===== src/rtl/uart_arb_pkg.sv =====
// Shared types and defaults for the UART transmit arbiter: FSM state encoding,
// byte width and default parameter values.
package uart_arb_pkg;

    typedef enum logic [1:0] {
        IDLE     = 2'd0,
        SEND     = 2'd1,
        WAIT_ACK = 2'd2
    } arb_state_t;

    localparam int BYTE_W                 = 8;
    localparam int DEFAULT_N_REQ          = 4;
    localparam int DEFAULT_TIMEOUT_CYCLES = 1024;

endpackage


===== src/rtl/uart_rr_picker.sv =====
// Combinational round-robin picker: rotates the request vector so rr_ptr sits at
// bit 0, priority-encodes the lowest set bit, then maps the offset back to an index.
module uart_rr_picker #(
    parameter  int N_REQ = 4,
    localparam int IDX_W = $clog2(N_REQ)
) (
    input  logic [N_REQ-1:0] req,
    input  logic [IDX_W-1:0] rr_ptr,
    output logic             found,
    output logic [IDX_W-1:0] win_idx
);

    logic [N_REQ-1:0] rotated;
    logic [IDX_W-1:0] offset;
    logic [IDX_W:0]   sum;
    logic [IDX_W:0]   win_sum;

    always_comb begin
        rotated = '0;
        sum     = '0;
        for (int i = 0; i < N_REQ; i++) begin
            sum = {1'b0, rr_ptr} + (IDX_W+1)'(i);
            if (sum >= (IDX_W+1)'(N_REQ)) begin
                sum = sum - (IDX_W+1)'(N_REQ);
            end
            rotated[i] = req[sum[IDX_W-1:0]];
        end
    end

    // Downward scan so the lowest set offset is the one left standing.
    always_comb begin
        found  = 1'b0;
        offset = '0;
        for (int i = N_REQ - 1; i >= 0; i--) begin
            if (rotated[i]) begin
                found  = 1'b1;
                offset = IDX_W'(i);
            end
        end
    end

    always_comb begin
        win_sum = {1'b0, rr_ptr} + {1'b0, offset};
        if (win_sum >= (IDX_W+1)'(N_REQ)) begin
            win_sum = win_sum - (IDX_W+1)'(N_REQ);
        end
        win_idx = win_sum[IDX_W-1:0];
    end

endmodule


===== src/rtl/uart_tx_arbiter.sv =====
// Packet-granular round-robin arbiter feeding one UART byte engine; a grant is held
// for a whole message. Optional stall timeout is built when UART_ARB_TIMEOUT_EN is defined.
module uart_tx_arbiter
    import uart_arb_pkg::*;
#(
    parameter  int N_REQ          = DEFAULT_N_REQ,
    parameter  int TIMEOUT_CYCLES = DEFAULT_TIMEOUT_CYCLES,
    localparam int IDX_W          = $clog2(N_REQ)
) (
    input  logic                      clk,
    input  logic                      reset,
    input  logic [N_REQ-1:0]          req_valid,
    input  logic [BYTE_W*N_REQ-1:0]   req_data,
    input  logic [N_REQ-1:0]          req_last,
    output logic [N_REQ-1:0]          req_ready,
    output logic [BYTE_W-1:0]         tx_data,
    output logic                      tx_start,
    input  logic                      tx_busy,
    output logic                      grant_active,
    output logic [IDX_W-1:0]          grant_id,
    output logic                      timeout_pulse,
    output arb_state_t                dbg_state,
    output logic [IDX_W-1:0]          dbg_rr_ptr
);

    // Handshake: a byte of source i transfers in a cycle where req_valid[i] and
    // req_ready[i] are both high; ready is only ever raised for the granted source,
    // in SEND, while the engine is idle, and the source holds valid/data/last until then.

    arb_state_t         state_q, state_d;
    logic [IDX_W-1:0]   rr_ptr_q;
    logic [IDX_W-1:0]   next_ptr;
    logic               last_q;
    logic               pick_found;
    logic [IDX_W-1:0]   pick_idx;
    logic               gnt_valid;
    logic               gnt_last;
    logic [BYTE_W-1:0]  gnt_data;
    logic               accept;
    logic               do_grant;
    logic               do_release;
    logic               timeout_hit;

    uart_rr_picker #(.N_REQ(N_REQ)) u_picker (
        .req     (req_valid),
        .rr_ptr  (rr_ptr_q),
        .found   (pick_found),
        .win_idx (pick_idx)
    );

    always_comb begin
        gnt_valid = 1'b0;
        gnt_last  = 1'b0;
        gnt_data  = '0;
        for (int i = 0; i < N_REQ; i++) begin
            if (grant_id == IDX_W'(i)) begin
                gnt_valid = req_valid[i];
                gnt_last  = req_last[i];
                gnt_data  = req_data[i*BYTE_W +: BYTE_W];
            end
        end
    end

    always_comb begin
        state_d    = state_q;
        accept     = 1'b0;
        do_grant   = 1'b0;
        do_release = 1'b0;
        unique case (state_q)
            IDLE: begin
                if (pick_found) begin
                    do_grant = 1'b1;
                    state_d  = SEND;
                end
            end
            SEND: begin
                if (gnt_valid && !tx_busy) begin
                    accept  = 1'b1;
                    state_d = WAIT_ACK;
                end else if (timeout_hit) begin
                    do_release = 1'b1;
                    state_d    = IDLE;
                end
            end
            WAIT_ACK: begin
                // Release as soon as the engine owns the last byte; SEND's busy check
                // keeps the next message from overlapping it on the line.
                if (tx_busy) begin
                    if (last_q) begin
                        do_release = 1'b1;
                        state_d    = IDLE;
                    end else begin
                        state_d = SEND;
                    end
                end else if (timeout_hit) begin
                    do_release = 1'b1;
                    state_d    = IDLE;
                end
            end
            default: state_d = IDLE;
        endcase
    end

    always_comb begin
        req_ready = '0;
        for (int i = 0; i < N_REQ; i++) begin
            req_ready[i] = accept && (grant_id == IDX_W'(i));
        end
    end

    assign next_ptr = (grant_id == IDX_W'(N_REQ - 1)) ? '0 : grant_id + IDX_W'(1);

    always_ff @(posedge clk or posedge reset) begin
        if (reset) begin
            state_q      <= IDLE;
            rr_ptr_q     <= '0;
            grant_id     <= '0;
            grant_active <= 1'b0;
            tx_start     <= 1'b0;
            tx_data      <= '0;
            last_q       <= 1'b0;
        end else begin
            state_q  <= state_d;
            tx_start <= accept;
            if (accept) begin
                tx_data <= gnt_data;
                last_q  <= gnt_last;
            end
            if (do_grant) begin
                grant_id     <= pick_idx;
                grant_active <= 1'b1;
            end else if (do_release) begin
                grant_active <= 1'b0;
                rr_ptr_q     <= next_ptr;
            end
        end
    end

`ifdef UART_ARB_TIMEOUT_EN
    localparam int TO_W = $clog2(TIMEOUT_CYCLES + 1);

    logic [TO_W-1:0] to_cnt;
    logic            stall;

    assign stall       = ((state_q == SEND) && !gnt_valid) ||
                         ((state_q == WAIT_ACK) && !tx_busy);
    assign timeout_hit = stall && (to_cnt == TO_W'(TIMEOUT_CYCLES - 1));

    // Any state change (grant, accept, release, ack) restarts the stall count.
    always_ff @(posedge clk or posedge reset) begin
        if (reset) begin
            to_cnt        <= '0;
            timeout_pulse <= 1'b0;
        end else begin
            timeout_pulse <= timeout_hit;
            if (state_d != state_q) begin
                to_cnt <= '0;
            end else if (stall) begin
                to_cnt <= to_cnt + TO_W'(1);
            end
        end
    end
`else
    // No stall limit in this build; the parameter stays for a uniform interface.
    assign timeout_hit   = (TIMEOUT_CYCLES < 0);
    assign timeout_pulse = 1'b0;
`endif

    assign dbg_state  = state_q;
    assign dbg_rr_ptr = rr_ptr_q;

endmodule


===== config.mk =====
export PLATFORM = sky130hd
export DESIGN_NAME = uart_tx_arbiter
export DESIGN_NICKNAME = d
export VERILOG_FILES = /design/src/rtl/uart_arb_pkg.sv /design/src/rtl/uart_rr_picker.sv /design/src/rtl/uart_tx_arbiter.sv
export SDC_FILE = /design/constraint.sdc
export NUM_CORES = 1
export LEC_CHECK = 0
export ABC_AREA = 1
export CAP_MARGIN = 20
export CELL_PAD_IN_SITES_DETAIL_PLACEMENT = 1
export CELL_PAD_IN_SITES_GLOBAL_PLACEMENT = 2
export CORE_MARGIN = 3
export CORE_UTILIZATION = 33
export DETAILED_ROUTE_END_ITERATION = 6
export DONT_BUFFER_PORTS = 1
export PLACE_DENSITY_LB_ADDON = 0.1
export SETUP_SLACK_MARGIN = 0.4
export SLEW_MARGIN = 0
export SYNTH_ARGS = -nofsm -noshare
export SYNTH_HDL_FRONTEND = slang
export SYNTH_SLANG_ARGS = --single-unit

===== constraint.sdc =====
create_clock -name clk -period 3.35 [get_ports clk]
set_input_delay 0.1675 -clock clk [delete_from_list [all_inputs] [get_ports clk]]
set_output_delay 0.1675 -clock clk [all_outputs]
set_load 0.1 [all_outputs]

# Word level (Yosys, flattened, before mapping)
# Index checks and enable logic that the tools add are counted.
[word_totals] reg_bits=17 in_bits=43 output_inout_bits=21
[op_classes] n_addsub=10 magnitude_cmp=9 n_eq_ne=8 muxes=48 n_bitwise=1 reduce_logical=11
[op_table] operator="$mux 8" n=4
[op_table] operator="$mux 1" n=26
[op_table] operator="$mux 2" n=13
[op_table] operator="$ge 3x3->1 const B" n=4
[op_table] operator="$lt 2x3->1 const B" n=4
[op_table] operator="$sub 2x1->2 const B" n=5
[op_table] operator="$bmux 1 s2" n=4
[op_table] operator="$add 2x2->3 const B" n=2
[op_table] operator="$eq 2x2->1 const B" n=3
[op_table] operator="$ne 2x2->1 const B" n=3
[op_table] operator="$pmux 2 s3" n=1
[op_table] operator="$logic_and 1x1->1" n=5
[op_table] operator="$eq 2x1->1 const B" n=2
[op_table] operator="$logic_not 2->1" n=2
[op_table] operator="$add 2x1->3 const B" n=1
[op_table] operator="$add 2x2->3" n=1
[op_table] operator="$ge 2x3->1 const B" n=1
[op_table] operator="$reduce_and 3->1" n=1
[op_table] operator="$add 2x1->2 const B" n=1
[op_table] operator="$reduce_and 2->1" n=1
[op_table] operator="$reduce_bool 2->1" n=1
[op_table] operator="$logic_not 1->1" n=1
[op_table] operator="$not 1->1" n=1

# Logic depth before layout (Yosys ltp)
[logic_depth] ltp_word=13 depth_mapped=15

# Hierarchy
# A second synthesis with hierarchy kept.
[hier_totals] hier_cells=224 hier_area_um2=1431.4
[by_module_without_submodules] mod="uart_tx_arbiter" instances=1 cells_each=168 area_per_inst_um2=1172.4 seq_area_each_um2=425.4
[by_module_without_submodules] mod="uart_rr_picker" instances=1 cells_each=56 area_per_inst_um2=259.0 seq_area_each_um2=0.0

# Worst setup path after synthesis
# OpenSTA, ideal clock, no wires.
[synth_timing] path_type="reg-to-output" start="register grant_id[0]" end="output req_ready[1]" t_arrival_ns=3.249 required_ns=3.182 slack_ns=-0.066 stages_incl_launch_ff=11 n_path_buf=1 cell_sequence="dfrtp_1 -> inv_1 -> ha_1 -> inv_1 -> nand3_1 -> nand2_1 -> nand2_2 -> nor3_4 -> inv_2 -> buf_6 -> nor2_1"
[synth_between] elab_chain_cells=9 elab_cells_between_ends=12 classes_between="3 x eq/ne; 6 x mux; 3 x reduce/logical"
[synth_rtl] element="from (decl)" line_no="uart_tx_arbiter.sv:20" rtl="output logic [IDX_W-1:0] grant_id,"
[synth_rtl] element="from (signal assigned)" line_no="uart_tx_arbiter.sv:130" rtl="grant_id <= pick_idx;"
[synth_rtl] element="$logic_not 2->1" line_no="uart_tx_arbiter.sv:56" rtl="if (grant_id == IDX_W'(i)) begin"
[synth_rtl] element="$mux 1 (4 in series)" line_no="uart_tx_arbiter.sv:56"
[synth_rtl] element="$logic_and 1x1->1" line_no="uart_tx_arbiter.sv:77" rtl="if (gnt_valid && !tx_busy) begin"
[synth_rtl] element="$mux 1" line_no="uart_tx_arbiter.sv:77"
[synth_rtl] element="$mux 1" line_no="uart_tx_arbiter.sv:69" rtl="unique case (state_q)"
[synth_rtl] element="$logic_and 1x1->1 (*)" line_no="uart_tx_arbiter.sv:107" rtl="req_ready[i] = accept && (grant_id == IDX_W'(i));"
[synth_rtl] element="to (decl)" line_no="uart_tx_arbiter.sv:15" rtl="output logic [N_REQ-1:0] req_ready,"
# Every way passes the cells marked *; elsewhere a longest branch is shown, timed or not.

# Final worst setup path
[layout_timing] start="register grant_id[1]" end="output req_ready[2]"
# The elaborated chain is that of the path after synthesis.

==> results.md <==
* Post-layout min period at 2750 ps
* Synth top area share at 0.308
* Critical path's top delay family: buffers and inverters
* Most common cell in the synthesized netlist: nand2_1
* Synth unique cells at 23
* Synth Register Bits at 17
* Unrepaired setup endpoints after global routing: no
* Die width at 70.7 um
* Fmax at 364 MHz
* Layout fillers at 530
* CTS clk-pin slew, worst paths at 70 ps
* CP Class: reg -> out
* Routability Congestion at 0.755
* Final setup violation count at 0
* Largest net degree at the start of global routing at 22
* Total grt overflow at 0
* Initial DRC Count at 68
* Core Region at 3850 sq um
* Final ANT Viol Nets at 0
* CP arrival at 2580 ps
* Mapped Area at 1380 sq um
* Required time of the worst setup path at 3180 ps
* Worst Path Buf+Inv at 4
* Hold Fails Final Rpt at 0
* Largest stage delay on the critical path at 400 ps
* CTS tree: built
* First-pass GRT wire length at 6.98 mm
* R2r startpoint: grant_id[1]$_DFFE_PP0P_
* Top post-synthesis cells by count: nand2_1 (113), o21ai_0 (18), dfrtp_1 (17)
* DRC Markers at 0
* CTS sink cnt at 17
* Sequential area share after synthesis at 0.308
* Fraction of layout cells with a size suffix above 1 at 0.133
* Final worst path period share at 0.820
* Drt total wl at 4.10 mm
* Critical path fanouts, max at 21
* Vias in the first global route at 1,532
* Hold path startpoint: tx_busy
* Worst Setup SP: grant_id[1]$_DFFE_PP0P_
* Ys Warns at 0
* Cell chain of the critical path: buf_4 > ha_1 > buf_4 > a21oi_1 > nand2_2 > nor3_4 > inv_2 > nor2_2 > buf_12
* Starting density of the core at 0.358
* Die Height at 70.7 um
* Via-to-Cell Ratio at 4.95
* Area Overhead vs Synth at 15.3%
* Max_cap viols at 0
* Crit-path slowest cell: dfrtp_1
* Number of synthesized flops with an enable pin at 0
* Vias at 1,392
* Initial antenna violation count at 0
* Number of antenna diodes at 0
* Final hold slack at 101 ps
* WL per Instance at 14.6 um
* Largest cells by area after synthesis: dfrtp_1 (31%), nand2_1 (31%), o21ai_0 (6.5%)
* Min-Delay Path Class: in -> reg
* Mapped Avg Cell Area at 6.19 sq um
* Die area at 5000 sq um
* HPWL after DPL at 3.50 mm
* GRT Total Usage at 0.170
* Primary FF master, synth: dfrtp_1
* Max H-tree Level at 1
* CTS Buffer Depth at 2
* # placed instances at 272
* CTS Buf Count at 3
* Clk Latency, worst-skew pair at 250 ps
* Setup TNS at 0 ps
* Root buf cell: clkbuf_8
* Final cell count without fillers at 281
* Ys async rst share at 1.00
* Mapped Cells at 223
* Num rows at 22
* Status: complete, no violations
* Rel. slew slack at 0.375
* Setup crit end kind: primary output
* Clock skew at 7.58 ps
* IO buf count at 0
* Syn_nets at 271
* Final nets at 282
* Router iterations before antenna repair at 4
* Final Max Tran Viols at 0
* CP Launch Type: flop
* Leading area contributor after synthesis: dfrtp_1
* Worst Tran Pin Value at 938 ps
* I/O pin count at 64
* Most common cell on crit path: buf_4
[worst reg2reg max path, stage by stage, from the launching register on]
cell and delay [ps]:
dfrtp_1 400, buf_4 240, ha_1 250, buf_4 200, a21oi_1 210, nand2_2 110, nor3_4 350, inv_2 210
nand2_1 120, nand2_1 70
[path summary, 6_finish.rpt]
path / end / slack, ps / cells after the start
min in group asynchronous: dbg_state[1]$_DFFE_PP0P_ / 440 / 2
min reg2reg: last_q$_DFFE_PP0N_ / 530 / 2
max: req_ready[2] / 600 / 9
min: dbg_state[1]$_DFFE_PP0P_ / 100 / 3
max reg2reg: tx_data[5]$_DFFE_PP0N_ / 1080 / 9
max in group asynchronous: grant_id[1]$_DFFE_PP0P_ / 2490 / 2
[routing by layer]
metal | vias up | part of all wire | global-route usage
li1 | 714 | - | -
met1 | 638 | 0.40 | 0.192
met2 | 38 | 0.53 | 0.312
met3 | 2 | 0.065 | 0.0639
met4 | 0 | 0.0046 | 0.0188
met5 | - | 0 | 0
[layout make-up]
cell class	count	area, sq um	area share
Sequential cell	17	425	0.267
Timing Repair Buffer	16	173	0.108
Inverter	18	72.6	0.0456
Clock buffer	4	45.0	0.0283
Multi-Input combinational cell	178	817	0.513
Tap cell	48	60.1	0.0377
[registers in the layout, summed over array words and instances, names as in the netlist]
register      count
tx_data           8
dbg_rr_ptr        2
dbg_state         2
grant_id          2
grant_active      1
last_q            1
tx_start          1
[placed cells by master, fill, tap and decap left out]
cell type | Yosys | layout
nor2_2 | 3 | 4
buf_4 | 4 | 11
a21oi_2 | 1 | 1
dfrtp_1 | 17 | 17
conb_1 | 1 | 1
buf_12 | 0 | 4
ha_1 | 5 | 5
a21boi_0 | 1 | 1
nor2_1 | 6 | 5
clkbuf_1 | 3 | 1
nand2_1 | 113 | 113
clkbuf_8 | 0 | 3
nand2_2 | 2 | 2
xnor2_1 | 1 | 1
a21oi_1 | 13 | 13
inv_6 | 1 | 1
dlygate4sd3_1 | 0 | 1
inv_1 | 15 | 14
nand3_1 | 11 | 11
o31ai_1 | 1 | 1
o21ai_0 | 18 | 18
inv_2 | 2 | 3
nor3_4 | 1 | 1
nor2_4 | 1 | 1
[per-stage QoR]
step | utilization | cell area (sq um) | setup slack, ps
floorplan | - | 1380 | 411
global placement | 0.391 | 1510 | 918
detailed placement | 0.391 | 1510 | 796
CTS | 0.406 | 1560 | 504
global route | 0.413 | 1590 | 403
finish | 0.413 | 1590 | 604
[logic make-up after synthesis]
family          Yosys count  share of synthesized area
simple gates            137                      0.406
fa+ha+maj                 5                     0.0453
xor+xnor                  1                    0.00634
buf+inv                  28                      0.102
other cells               1                    0.00271
compound gates           34                      0.130
flops                    17                      0.308
[repair_timing]
| item | 4_1_cts | 5_1_grt |
|---|---|---|
| resized for setup | 0 | 1 |
| buffers inserted | 0 | 4 |
| hold buffers | 1 | 0 |
| hold endpoints to repair | 17 | 0 |
| endpoints found under the setup margin | 0 | 3 |
Power is left out: the tool's default activity adds up to more than one toggle a clock period on the data nets, which glitch-free logic cannot reach.
